--- src/rtl/seq_alu_pkg.sv ---
// -----------------------------------------------------------------------------
// seq_alu_pkg
//   Shared definitions for the multi-cycle execute-stage ALU:
//     - EXE_* command codes (4-bit, matching the default CMD_W)
//     - FSM state enum (IDLE / MUL / DIV)
//     - cnt_width(): iteration-counter width for a given operand WIDTH
//   Optional feature macro used by the ALU files: SEQ_ALU_DIV_EN.
// -----------------------------------------------------------------------------
package seq_alu_pkg;

   localparam int CMD_W_DEF = 4;

   localparam logic [CMD_W_DEF-1:0] EXE_ADD  = 4'd0;
   localparam logic [CMD_W_DEF-1:0] EXE_SUB  = 4'd1;
   localparam logic [CMD_W_DEF-1:0] EXE_AND  = 4'd2;
   localparam logic [CMD_W_DEF-1:0] EXE_OR   = 4'd3;
   localparam logic [CMD_W_DEF-1:0] EXE_NOR  = 4'd4;
   localparam logic [CMD_W_DEF-1:0] EXE_XOR  = 4'd5;
   localparam logic [CMD_W_DEF-1:0] EXE_SLL  = 4'd6;
   localparam logic [CMD_W_DEF-1:0] EXE_SRL  = 4'd7;
   localparam logic [CMD_W_DEF-1:0] EXE_SRA  = 4'd8;
   localparam logic [CMD_W_DEF-1:0] EXE_MULT = 4'd9;
   localparam logic [CMD_W_DEF-1:0] EXE_DIV  = 4'd10;
   localparam logic [CMD_W_DEF-1:0] EXE_MFHI = 4'd11;
   localparam logic [CMD_W_DEF-1:0] EXE_MFLO = 4'd12;

   typedef enum logic [1:0] {
      ST_IDLE = 2'd0,
      ST_MUL  = 2'd1,
      ST_DIV  = 2'd2
   } state_t;

   // Counter must hold 0..width-1; never narrower than one bit.
   function automatic int cnt_width(input int width);
      return (width > 2) ? $clog2(width) : 1;
   endfunction

endpackage

--- src/rtl/seq_alu_iter.sv ---
// -----------------------------------------------------------------------------
// seq_alu_iter
//   Iterative datapath for signed MULT (shift-add) and, when SEQ_ALU_DIV_EN is
//   defined, signed DIV (restoring). Operand magnitudes and result signs are
//   latched at start; one iteration runs per cycle while run is high; the
//   sign-corrected result is presented combinationally so the top can capture
//   it on the final iteration edge.
//   Ports:
//     clk, rst        clock, synchronous active-high reset
//     start           latch operands and clear the counter
//     div_sel         (SEQ_ALU_DIV_EN only) 1 = divide, 0 = multiply
//     run             perform one iteration this edge
//     val1, val2      operands (multiplicand / dividend, multiplier / divisor)
//     last            counter is at WIDTH-1 (final iteration this edge)
//     hi_res, lo_res  result after the current iteration, signs fixed up
// -----------------------------------------------------------------------------
module seq_alu_iter
   import seq_alu_pkg::*;
#(
   parameter int WIDTH = 32
) (
   input  logic             clk,
   input  logic             rst,
   input  logic             start,
`ifdef SEQ_ALU_DIV_EN
   input  logic             div_sel,
`endif
   input  logic             run,
   input  logic [WIDTH-1:0] val1,
   input  logic [WIDTH-1:0] val2,
   output logic             last,
   output logic [WIDTH-1:0] hi_res,
   output logic [WIDTH-1:0] lo_res
);

   localparam int                CNT_W    = cnt_width(WIDTH);
   localparam logic [CNT_W-1:0]  CNT_LAST = CNT_W'(WIDTH - 1);

   logic [CNT_W-1:0]     cnt;
   logic [WIDTH-1:0]     mag_b;     // multiplicand (MULT) or divisor (DIV) magnitude
   logic [2*WIDTH-1:0]   acc;       // {upper, lower}: {partial product, multiplier} or {remainder, quotient}
   logic                 neg_sign;  // product / quotient must be negated
   logic [WIDTH-1:0]     mag1;
   logic [WIDTH-1:0]     mag2;
   logic [WIDTH-1:0]     addend;
   logic [WIDTH:0]       mul_sum;
   logic [2*WIDTH-1:0]   mul_next;
   logic [2*WIDTH-1:0]   product;
   logic [2*WIDTH-1:0]   acc_next;
`ifdef SEQ_ALU_DIV_EN
   logic                 div_mode;
   logic                 div_zero;
   logic                 neg_rem;   // remainder takes the dividend's sign
   logic [WIDTH-1:0]     r_sh;
   logic [WIDTH:0]       diff;
   logic [2*WIDTH-1:0]   div_next;
   logic [WIDTH-1:0]     quo;
   logic [WIDTH-1:0]     rem;
`endif

   // Magnitude of the most-negative value is 2^(WIDTH-1), still representable unsigned.
   assign mag1 = val1[WIDTH-1] ? -val1 : val1;
   assign mag2 = val2[WIDTH-1] ? -val2 : val2;

   assign last = (cnt == CNT_LAST);

   // Shift-add step: add the multiplicand when the multiplier LSB is set,
   // then shift the whole {carry, upper, lower} right by one.
   assign addend   = acc[0] ? mag_b : {WIDTH{1'b0}};
   assign mul_sum  = {1'b0, acc[2*WIDTH-1:WIDTH]} + {1'b0, addend};
   assign mul_next = {mul_sum, acc[WIDTH-1:1]};
   assign product  = neg_sign ? -mul_next : mul_next;

`ifdef SEQ_ALU_DIV_EN
   // Restoring step: shift {rem, quo} left, trial-subtract the divisor, keep
   // the difference and shift in a 1 when it does not borrow. The remainder
   // stays below 2^(WIDTH-1), so dropping its top bit on the shift is safe.
   assign r_sh     = {acc[2*WIDTH-2:WIDTH], acc[WIDTH-1]};
   assign diff     = {1'b0, r_sh} - {1'b0, mag_b};
   assign div_next = {(diff[WIDTH] ? r_sh : diff[WIDTH-1:0]), acc[WIDTH-2:0], ~diff[WIDTH]};
`endif

   // NOTE: every output of this block is given a default first, so no path
   // through it can leave a value held and infer a latch.
   always_comb begin
      acc_next = mul_next;
      hi_res   = product[2*WIDTH-1:WIDTH];
      lo_res   = product[WIDTH-1:0];
`ifdef SEQ_ALU_DIV_EN
      quo = div_next[WIDTH-1:0];
      rem = div_next[2*WIDTH-1:WIDTH];
      if (div_mode) begin
         acc_next = div_next;
         // A zero divisor leaves rem = |val1|, so the sign fix-up restores val1.
         lo_res   = div_zero ? {WIDTH{1'b1}} : (neg_sign ? -quo : quo);
         hi_res   = neg_rem ? -rem : rem;
      end
`endif
   end

   // NOTE: registered state uses non-blocking assignments only, so every
   // flop samples pre-edge values regardless of statement order.
   always_ff @(posedge clk) begin
      if (rst) begin
         cnt      <= '0;
         acc      <= '0;
         mag_b    <= '0;
         neg_sign <= 1'b0;
`ifdef SEQ_ALU_DIV_EN
         div_mode <= 1'b0;
         div_zero <= 1'b0;
         neg_rem  <= 1'b0;
`endif
      end else if (start) begin
         cnt      <= '0;
         neg_sign <= val1[WIDTH-1] ^ val2[WIDTH-1];
`ifdef SEQ_ALU_DIV_EN
         div_mode <= div_sel;
         div_zero <= (val2 == '0);
         neg_rem  <= val1[WIDTH-1];
         if (div_sel) begin
            mag_b <= mag2;
            acc   <= {{WIDTH{1'b0}}, mag1};
         end else begin
            mag_b <= mag1;
            acc   <= {{WIDTH{1'b0}}, mag2};
         end
`else
         mag_b    <= mag1;
         acc      <= {{WIDTH{1'b0}}, mag2};
`endif
      end else if (run) begin
         cnt <= cnt + 1'b1;
         acc <= acc_next;
      end
   end

endmodule

--- src/rtl/seq_alu.sv ---
// -----------------------------------------------------------------------------
// seq_alu
//   Multi-cycle execute-stage ALU. Single-cycle ops (ADD, SUB, AND, OR, NOR,
//   XOR, SLL, SRL, SRA, MFHI, MFLO, unknown codes) return a registered result
//   one edge after acceptance. MULT (and DIV with SEQ_ALU_DIV_EN defined) take
//   WIDTH edges in seq_alu_iter and write HI/LO. in_ready is low while busy.
//   Optional feature macro: SEQ_ALU_DIV_EN (signed restoring divide, code 10).
//   Ports:
//     clk, rst            clock, synchronous active-high reset
//     in_valid, in_ready  operation handshake (accept on in_valid && in_ready)
//     exe_cmd             operation code
//     val1, val2, shamt   operands and shift amount
//     out_valid           one-cycle pulse with alu_out valid
//     alu_out             result
//     hi, lo              architectural HI/LO registers
// -----------------------------------------------------------------------------
module seq_alu
   import seq_alu_pkg::*;
#(
   parameter int WIDTH   = 32,
   parameter int CMD_W   = 4,
   parameter int SHAMT_W = $clog2(WIDTH)
) (
   input  logic               clk,
   input  logic               rst,
   input  logic               in_valid,
   output logic               in_ready,
   input  logic [CMD_W-1:0]   exe_cmd,
   input  logic [WIDTH-1:0]   val1,
   input  logic [WIDTH-1:0]   val2,
   input  logic [SHAMT_W-1:0] shamt,
   output logic               out_valid,
   output logic [WIDTH-1:0]   alu_out,
   output logic [WIDTH-1:0]   hi,
   output logic [WIDTH-1:0]   lo
);

   state_t           state;
   logic             accept;
   logic             is_mult;
   logic             iter_start;
   logic             iter_run;
   logic             iter_last;
   logic [WIDTH-1:0] iter_hi;
   logic [WIDTH-1:0] iter_lo;
   logic [WIDTH-1:0] sc_result;
`ifdef SEQ_ALU_DIV_EN
   logic             is_div;
`endif

   assign in_ready = (state == ST_IDLE);
   assign accept   = in_valid && in_ready;
   assign is_mult  = (exe_cmd == CMD_W'(EXE_MULT));
   assign iter_run = (state != ST_IDLE);

`ifdef SEQ_ALU_DIV_EN
   assign is_div     = (exe_cmd == CMD_W'(EXE_DIV));
   assign iter_start = accept && (is_mult || is_div);
`else
   assign iter_start = accept && is_mult;
`endif

   seq_alu_iter #(
      .WIDTH (WIDTH)
   ) u_iter (
      .clk    (clk),
      .rst    (rst),
      .start  (iter_start),
`ifdef SEQ_ALU_DIV_EN
      .div_sel(is_div),
`endif
      .run    (iter_run),
      .val1   (val1),
      .val2   (val2),
      .last   (iter_last),
      .hi_res (iter_hi),
      .lo_res (iter_lo)
   );

   // Single-cycle result; unknown codes (and code 10 without the divider) give 0.
   always_comb begin
      sc_result = '0;
      case (exe_cmd)
         CMD_W'(EXE_ADD):  sc_result = val1 + val2;
         CMD_W'(EXE_SUB):  sc_result = val1 - val2;
         CMD_W'(EXE_AND):  sc_result = val1 & val2;
         CMD_W'(EXE_OR):   sc_result = val1 | val2;
         CMD_W'(EXE_NOR):  sc_result = ~(val1 | val2);
         CMD_W'(EXE_XOR):  sc_result = val1 ^ val2;
         CMD_W'(EXE_SLL):  sc_result = val1 << shamt;
         CMD_W'(EXE_SRL):  sc_result = val1 >> shamt;
         CMD_W'(EXE_SRA):  sc_result = $signed(val1) >>> shamt;
         CMD_W'(EXE_MFHI): sc_result = hi;
         CMD_W'(EXE_MFLO): sc_result = lo;
         default:          sc_result = '0;
      endcase
   end

   always_ff @(posedge clk) begin
      if (rst) begin
         state     <= ST_IDLE;
         out_valid <= 1'b0;
         alu_out   <= '0;
         hi        <= '0;
         lo        <= '0;
      end else begin
         out_valid <= 1'b0;
         case (state)
            ST_IDLE: begin
               if (accept) begin
                  if (is_mult) begin
                     state <= ST_MUL;
`ifdef SEQ_ALU_DIV_EN
                  end else if (is_div) begin
                     state <= ST_DIV;
`endif
                  end else begin
                     alu_out   <= sc_result;
                     out_valid <= 1'b1;
                  end
               end
            end
`ifdef SEQ_ALU_DIV_EN
            ST_MUL, ST_DIV: begin
`else
            ST_MUL: begin
`endif
               // Final iteration edge: capture the fixed-up result.
               if (iter_last) begin
                  hi        <= iter_hi;
                  lo        <= iter_lo;
                  alu_out   <= iter_lo;
                  out_valid <= 1'b1;
                  state     <= ST_IDLE;
               end
            end
            default: state <= ST_IDLE;
         endcase
      end
   end

endmodule
--- config.mk ---
export PLATFORM = sky130hd
export DESIGN_NAME = seq_alu
export DESIGN_NICKNAME = d
export VERILOG_FILES = /design/src/rtl/seq_alu_pkg.sv /design/src/rtl/seq_alu_iter.sv /design/src/rtl/seq_alu.sv
export SDC_FILE = /design/constraint.sdc
export NUM_CORES = 1
export LEC_CHECK = 0
export CORE_AREA = 2 2 205 207
export DETAILED_ROUTE_END_ITERATION = 16
export DIE_AREA = 0 0 207 209
export PLACE_DENSITY = 0.7
export SETUP_SLACK_MARGIN = 0.15
export SYNTH_ARGS = -nofsm -noshare
export SYNTH_HDL_FRONTEND = slang
export SYNTH_SLANG_ARGS = --single-unit
--- constraint.sdc ---
create_clock -name clk -period 5.61 [get_ports clk]
set_input_delay 1.122 -clock clk [delete_from_list [all_inputs] [get_ports clk]]
set_output_delay 1.122 -clock clk [all_outputs]
set_load 0.05 [all_outputs]
==> metrics.csv <==
metric,value,unit
status,"complete, no violations",
hold-worst-slack,0.4657,ns
worst_ep_arrival_time,5.59,ns
maxSlewHeadroom,21.99,%
cell_area_after_synthesis,20270,um2
area.growth.synth_to_final,18.78,%
global_route.usage.total,46.35,%
detail_route.wl_per_cell,29.83,um
fp.coreArea,41290,um2
timing.max_cap.violations,0,
globalRoute.totalOverflow,0,
layout_worst_path_cycle_share,93.83,%
drt-total-wl,103600,um
post_synth.cell_area_avg,7.421,um2
final.setup.worst_slack,0.3462,ns
postSynth.topFlopCell,dfxtp_1,
die_height,209,um
finalMaxSlewViolations,0,
initial_antenna_violation_count,6,
gpl_wtd_cong,1.131,
post-cts-setup-buffer-count,0,
timing_worst_slew_pin_value,1.170,ns
cts_num_sinks,200,
floorplan.die_area,43260,um2
ys_warn_count,0,
synth.ff_latch_count,200,
setup_viol_count_final,0,
synth-edff-count,0,
boundaryPins,174,
cts_buffer_depth,2,
grt_setup_unrepaired,no,
cts_hold_buffers,0,
cts.reportedPaths.clkPinSlew,0.07,ns
yosysMostFrequentCell,nor2_1,
cts_root_buf,clkbuf_16,
worstSetupEndpointType,flip-flop,
pre_cts_ws,-0.4818,ns
postSynthCellCount,2732,
crit_required,5.94,ns
hp-class,flip-flop to flip-flop,
clock_latency,0.48,ns
synth_largest_area_cell,dfxtp_1,
number_of_different_library_cells_in_the_post_synthesis_netlist,99,
route.detailed.vias_per_inst,6.785,
biggest_fanout_along_the_worst_timing_path,3,
num_vias,23570,
start_to_end_type_of_the_worst_setup_path,input pin to flip-flop,
power_density,187.2,nW/um2
ys_async_sr_fraction,0,%
starting_utilization_of_the_core_area,49.10,%
power_leakage,9.457,nW
post-synth-top-area-fraction,19.75,%
cts-buffers-inserted,17,
clock.fmax,0.1900,GHz
finalCriticalPeriod,5.264,ns
peakVddDrop,0.2183,mV
critical_path.startpoint_type,input pin,
grt_first_pass_wirelength,148700,um
synth.top_cells.by_area,"dfxtp_1, ha_1, nor2_1",
drt.antenna.violating_nets,0,
share_of_layout_cells_above_drive_strength_1,12.41,%
finalHoldViolations,0,
synth_commonest_cells,"nor2_1, nand2_1, dfxtp_1",
syn_nets,2943,
dr.first_iter.drc_count,3859,
rows,75,
hpwlAfterDp,80180,um
cts_tree,done,
ctsHtreeMaxLevel,4,
overall_die_width,207,um
ys_seq_area_share,19.75,%
post-route-drc-count,0,
grt_pass1_vias,21510,
fin_worst_skew,0.02667,ns
number_of_buffer_cells_added_on_primary_ports,173,
first_pass_iteration_count_of_the_detailed_router,9,
grt_start_max_net_pins,90,
nNetsFinal,3132,
final cells by class:
class,instances,area [um2]
flip-flops and latches,200,4009
multi-input cells,2231,15140
diodes,1,2.502
inverters,96,360.3
clock buffers,17,425.4
well taps,539,674.4
repair buffers,375,3251
clock inverters,15,214.0
fillers,3874,17210
power by group:
| part | internal (mW) | switching, mW |
|---|---|---|
| Clock | 0.721 | 0.639 |
| Combinational | 0.609 | 1.05 |
| Sequential | 1.45 | 0.0330 |
timing repair:
action | in CTS | in global routing
setup endpoints to repair | 3 | 7
gates resized for setup | 3 | 11
pin swaps | 0 | 1
cells by family (layout without fill, tap and decap cells):
group | count (synthesis) | after routing | synth area share, %
multiplexers | 126 | 126 | 9.344
AND/OR/NAND/NOR | 992 | 992 | 22.84
flip-flops | 200 | 200 | 19.75
XOR/XNOR | 197 | 197 | 8.511
buffers and inverters | 301 | 503 | 5.962
AO/OA/AOI/OAI | 781 | 781 | 25.19
other | 0 | 1 | 0
adder cells (fa/ha/maj) | 135 | 135 | 8.406
metal layers:
layer | global-route usage [%] | wire length [um] | up-vias | share of wire (%)
met5 | 0 | 93 | - | 0.090
met4 | 29.93 | 8097 | 8 | 7.8
met3 | 14.23 | 14590 | 385 | 14
met2 | 64.95 | 41060 | 1867 | 40
met1 | 61.38 | 39800 | 11030 | 38
li1 | - | - | 10290 | -
state kept, by name, indices dropped and copies added, names as in the netlist:
name	flops
u_iter.acc	64
alu_out	32
hi	32
lo	32
u_iter.mag_b	32
u_iter.cnt	5
out_valid	1
state	1
u_iter.neg_sign	1
metrics by stage:
| stage | cells | cell area, um2 | total power [mW] | utilization, % | setup TNS (ns) |
|---|---|---|---|---|---|
| after floorplan | 2732 | 20270 | 2.412 | - | 0 |
| after global placement | 3441 | 23400 | 3.081 | 56.67 | -3.527 |
| after detailed placement | 3441 | 23400 | 3.086 | 56.67 | -3.454 |
| after CTS | 3473 | 24040 | 4.440 | 58.22 | 0 |
| after global routing | 3473 | 24080 | 4.639 | 58.32 | 0 |
| final | 3474 | 24080 | 4.507 | 58.32 | 0 |
final timing paths:
| check | endpoint | slack [ns] | from | depth (start not counted) |
|---|---|---|---|---|
| min reg2reg | u_iter.mag_b[21] | 0.47 | u_iter.mag_b[21] | 2 |
| max reg2reg | hi[29] | 1.02 | u_iter.acc[0] | 16 |
| min | u_iter.mag_b[21] | 0.47 | u_iter.mag_b[21] | 2 |
| max | alu_out[20] | 0.35 | val2[4] | 19 |
cell usage in the layout (no fill, tap or decap), types with 70 or more instances in the layout:
| master | Yosys | final |
|---|---|---|
| dfxtp_1 | 200 | 198 |
| a211oi_1 | 119 | 118 |
| ha_1 | 133 | 133 |
| xnor2_1 | 141 | 140 |
| nor2_1 | 408 | 406 |
| inv_1 | 93 | 92 |
| a21oi_1 | 199 | 199 |
| clkdlybuf4s50_1 | 0 | 163 |
| o21ai_0 | 159 | 157 |
| buf_4 | 1 | 202 |
| nand2_1 | 246 | 246 |
| nor3_1 | 86 | 82 |
| mux2i_1 | 70 | 70 |
critical path, cell delays in order:
cell and delay (ns):
clkdlybuf4s50_1 0.50, or4_4 0.55, nor2_4 0.14, nand3_2 0.11, or3_1 0.32, or4_1 0.43, nand2_1 0.10, xnor2_1 0.12
ha_1 0.28, a211oi_2 0.18, o21ai_1 0.11, buf_4 0.15, o31a_1 0.30, or2_2 0.35, xnor2_2 0.15, o21ai_0 0.09
buf_4 0.19, a221oi_1 0.29, nor3_1 0.08
Power figures use the tool's default switching activity.
